--- src/rtl/rr_mux_pkg.sv ---
// Shared types and defaults for the round-robin mux arbiter.
package rr_mux_pkg;
    localparam int N_REQ_DEF = 4;
    localparam int W_DEF     = 8;

    typedef logic [$clog2(N_REQ_DEF)-1:0] idx_t;

    typedef enum logic {
        EMPTY = 1'b0,
        FULL  = 1'b1
    } state_t;
endpackage

--- src/rtl/rr_pick.sv ---
// Round-robin pick: rotate by ptr, find first set, rotate back.
module rr_pick
    import rr_mux_pkg::*;
#(
    parameter int N_REQ = N_REQ_DEF,
    localparam int IW   = $clog2(N_REQ)
) (
    input  logic [N_REQ-1:0] valid,
    input  logic [IW-1:0]    ptr,
    output logic             any,
    output logic [IW-1:0]    g
);
    logic [2*N_REQ-1:0] dbl;
    logic [N_REQ-1:0]   rot;
    logic [IW-1:0]      off;

    assign dbl = {valid, valid} >> ptr;
    assign rot = dbl[N_REQ-1:0];
    assign any = |valid;

    // Downward scan so the lowest set bit wins.
    always_comb begin
        off = '0;
        for (int i = N_REQ - 1; i >= 0; i--) begin
            if (rot[i]) off = IW'(i);
        end
    end

    assign g = ptr + off;
endmodule

--- src/rtl/rr_mux_arbiter.sv ---
// N-way round-robin arbiter feeding a single registered output channel.
module rr_mux_arbiter
    import rr_mux_pkg::*;
#(
    parameter int N_REQ = N_REQ_DEF,
    parameter int W     = W_DEF,
    localparam int IW   = $clog2(N_REQ)
) (
    input  logic               clk,
    input  logic               rst,
    input  logic [N_REQ-1:0]   req_valid,
    input  logic [N_REQ*W-1:0] req_data,
    output logic [N_REQ-1:0]   req_ready,
    output logic               out_valid,
    output logic [W-1:0]       out_data,
    output logic [IW-1:0]      out_src,
    input  logic               out_ready
);
    state_t          state_q;
    state_t          state_d;
    logic [IW-1:0]   ptr;
    logic [IW-1:0]   g;
    logic            any;
    logic            load;
    logic [W-1:0]    data_q;
    logic [IW-1:0]   src_q;

    rr_pick #(
        .N_REQ(N_REQ)
    ) u_pick (
        .valid(req_valid),
        .ptr  (ptr),
        .any  (any),
        .g    (g)
    );

    assign out_valid = (state_q == FULL);
    assign out_data  = data_q;
    assign out_src   = src_q;
    assign load      = any && (!out_valid || out_ready);

    always_comb begin
        req_ready = '0;
        if (load) req_ready[g] = 1'b1;
    end

    always_comb begin
        state_d = state_q;
        unique case (state_q)
            EMPTY: if (any) state_d = FULL;
            FULL:  if (out_ready && !any) state_d = EMPTY;
        endcase
    end

    always_ff @(posedge clk or posedge rst) begin
        if (rst) begin
            state_q <= EMPTY;
            data_q  <= '0;
            src_q   <= '0;
            ptr     <= '0;
        end else begin
            state_q <= state_d;
            if (load) begin
                data_q <= req_data[g*W +: W];
                src_q  <= g;
                ptr    <= g + 1'b1;
            end
        end
    end
endmodule

--- config.mk ---
export PLATFORM = sky130hd
export DESIGN_NAME = rr_mux_arbiter
export DESIGN_NICKNAME = d
export VERILOG_FILES = /design/src/rtl/rr_mux_pkg.sv /design/src/rtl/rr_pick.sv /design/src/rtl/rr_mux_arbiter.sv
export SDC_FILE = /design/constraint.sdc
export NUM_CORES = 1
export LEC_CHECK = 0
export BUFFER_PORTS_ARGS = -buffer_cell sky130_fd_sc_hd__buf_2
export CAP_MARGIN = 20
export CORE_MARGIN = 5
export CORE_UTILIZATION = 35
export CTS_BUF_LIST = sky130_fd_sc_hd__clkbuf_2
export CTS_CLUSTER_SIZE = 24
export DETAILED_ROUTE_END_ITERATION = 8
export PLACE_DENSITY = 0.64
export SLEW_MARGIN = 20
export SYNTH_ARGS = -nofsm -noshare
export SYNTH_HDL_FRONTEND = slang
export SYNTH_SLANG_ARGS = --single-unit
--- constraint.sdc ---
create_clock -name clk -period 2.9 [get_ports clk]
set_input_delay 0.29 -clock clk [delete_from_list [all_inputs] [get_ports clk]]
set_output_delay 0.29 -clock clk [all_outputs]
set_load 0.005 [all_outputs]
==> metrics.txt <==
status completed; min cycle time layout 2.589 ns; type of origin of the critical path register; Residual DRC 0; DIE AREA 4397 um^2; Comb pwr share 72.3%; RSZ-0062 raised after global routing no; Crit Path Category reg -> out; ys async rst share 100.0%; cell count after synthesis 130; H-tree depth 1; max-slew violations 0; Iteration-0 DRC Markers 60; most common cell in the netlist nor2b_1; Slew @ Worst Pin 0.6570 ns; Syn Area/Cell 8.537 um^2; Sw Pwr 0.7335 mW; port bufs 53; Initial Util 36.35%; Cell Pwr Density 1070 nW/um^2; GPL Wtd Cong 0.8367; # IOs 54; Post-Route Skew 0.004249 ns; die width 66.31 um; Post-synth EDFFs 0; Max Clk Rate 386.2 MHz; Most used DFF post-synth dfrtp_1; CTS Buffer Depth 2; Max IR drop VDD 0.4552 mV; top routing layer used met4; Root Driver clkbuf_2; detail-routed via count per cell 5.205; # fillers 328; ratio of cells with drive above 1 in the final layout 40.00%; Slew Limit Headroom 55.07%; via count 1166; Post-Route M1 WL 1.393 mm; met3 wire length 181 um; pin count of the biggest net entering global routing 19; CP endpoint kind output port; P&R area growth vs syn 29.76%; initial antenna violation count 0; CP Data Required Time 2.61 ns; Seq pwr share 21.7%; vias in the first global route 1058; dpl hpwl 2.458 mm; Net count, final 221; clock power share 6.0%; clock slew at reported path FFs 0.13 ns; first-pass GRT wire length 4.836 mm; Synth area leaders dfrtp_1 29%, nor2b_1 9.6%, a221oi_1 6.3%; Sw Ratio 47.58%; number of max-cap violations 0; post-layout util 47.17%; Leakage 0.6516 nW; TNS Setup 0 ns; Critical Path Max Stage Delay 0.43 ns; die height 66.31 um; critical path arrival 2.30 ns; Distinct cells, synth 40; CTS tree yes; share of the synthesized area in the top cell type 29.31%; Max FO, Critical Path 9; worst hold path class in -> async; Syn Nets 170; antenna viol nets, final 0; total CTS buffers 3; Core ar. 3053 um^2; Final period util 89.29%; worst skew pair latency 0.26 ns; post-synthesis sequential area ratio 29.31%; synthesized area 1110 um^2; WL final 3.018 mm; Slowest cell on crit path dfrtp_1; clk sinks 13; final-report hold violation count 0; area leader, netlist dfrtp_1; Diodes inserted 0; register bit total from synthesis 13; GR Util All Layers 14.05%; Post-synth top cells 17 x nor2b_1, 13 x dfrtp_1, 13 x nand2_1; Pint 0.8080 mW; Syn. warnings 0; worst path cell trace nand2b_1, a21boi_0, o221ai_1, o21a_1, ha_4, nor3_4, nor2_1, nor3_1, buf_2; final setup fails 0; FP Rows 20; routed length per instance 13.47 um; met2 WL post-DR 1.411 mm; grt total ovfl 0; CTS Hold Bufs 0; first-pass detailed-route iteration total 4
## timing repair
item	4_1_cts	5_1_grt
gates resized for setup	0	2
buffers inserted	0	0
setup endpoints to repair	0	4
## power by group through the flow
stage,registers [mW],clock network [mW],logic (mW)
after floorplan,0.321,0,0.773
after global placement,0.330,0,1.04
after detailed placement,0.336,0,1.07
after CTS,0.332,0.0958,1.07
after global routing,0.349,0.112,1.23
final,0.335,0.0931,1.11
## final timing paths
| kind | startpoint | to | slack, ns | cells past startpoint |
|---|---|---|---|---|
| worst max-delay path | ptr[1]$_DFFE_PP0P_ | req_ready[0] | 0.31 | 9 |
| worst min-delay path | rst | out_src[0]$_DFFE_PP0P_ | 0.02 | 2 |
| worst max register to register | ptr[1]$_DFFE_PP0P_ | out_data[0]$_DFFE_PP0P_ | 0.53 | 9 |
| worst min register to register | out_src[0]$_DFFE_PP0P_ | out_src[0]$_DFFE_PP0P_ | 0.48 | 2 |
| max in group asynchronous | rst | out_data[3]$_DFFE_PP0P_ | 2.55 | 2 |
| min in group clk | out_ready | out_valid$_DFF_PP0_ | 0.34 | 3 |
## metrics by stage
stage	power, mW	instances	hold WS (ns)	instance area (um^2)	setup slack (ns)
6_report	1.542	224	0.01925	1440	0.3106
2_1_floorplan	1.094	130	0.1670	1110	0.2617
4_1_cts	1.501	224	0.02647	1428	0.07754
5_1_grt	1.695	224	0.04100	1440	0.01215
3_3_place_gp	1.373	220	0.3315	1408	0.2733
3_5_place_dp	1.405	220	0.3334	1408	0.1978
## cells in the final DEF (no fill, tap or decap), types with 2 or more instances in the layout
cell / n
buf_4: 4
nand3_1: 2
nor3_1: 2
inv_1: 6
o31ai_1: 8
o32ai_1: 2
a2111oi_0: 7
a221oi_1: 8
nor2b_1: 17
nor2_1: 9
o21ai_0: 2
nand2_1: 13
nand2b_1: 4
dfrtp_1: 13
a21boi_0: 3
xnor2_1: 2
clkbuf_2: 4
buf_2: 53
## logic make-up (layout without fill, tap and decap cells)
group | after synthesis | count (layout) | synth area share [%]
DFF | 13 | 13 | 29.31
muxes | 1 | 1 | 0.9020
adders and majority gates | 1 | 1 | 1.127
xor gates and xnor gates | 2 | 2 | 1.579
buffers and inverters | 17 | 67 | 6.763
AOI/OAI and AO/OA | 45 | 45 | 35.40
and+or+nand+nor | 51 | 51 | 24.92
## routing by layer
layer  GRT usage (%)  vias to the layer above
met3           2.211                        2
met4           5.330                        0
met5               0                        -
li1                -                      595
met2           22.06                       39
met1           19.14                      530
## registers in the layout (all words and copies together), names as in the netlist
signal	cells
out_data	8
out_valid	1
ptr	2
out_src	2
## cell type report
type	instances	area, um^2	area share [%]
multi-input cells	100	721.9	50.13
well taps	44	55.05	3.823
inverters	6	22.52	1.564
flip-flops and latches	13	325.3	22.59
clock buffers	4	20.02	1.390
repair buffers	57	295.3	20.50
## worst max-delay path: cells and delay by family, from the launching register on
kind                     cells  cell delay, ns
AND/OR/NAND/NOR              4            0.78
adder cells (fa/ha/maj)      1            0.19
AO/OA/AOI/OAI                3            0.46
buffers and inverters        1            0.16
flip-flops                   1            0.43
No activity file was read; power rests on OpenSTA's default activity.
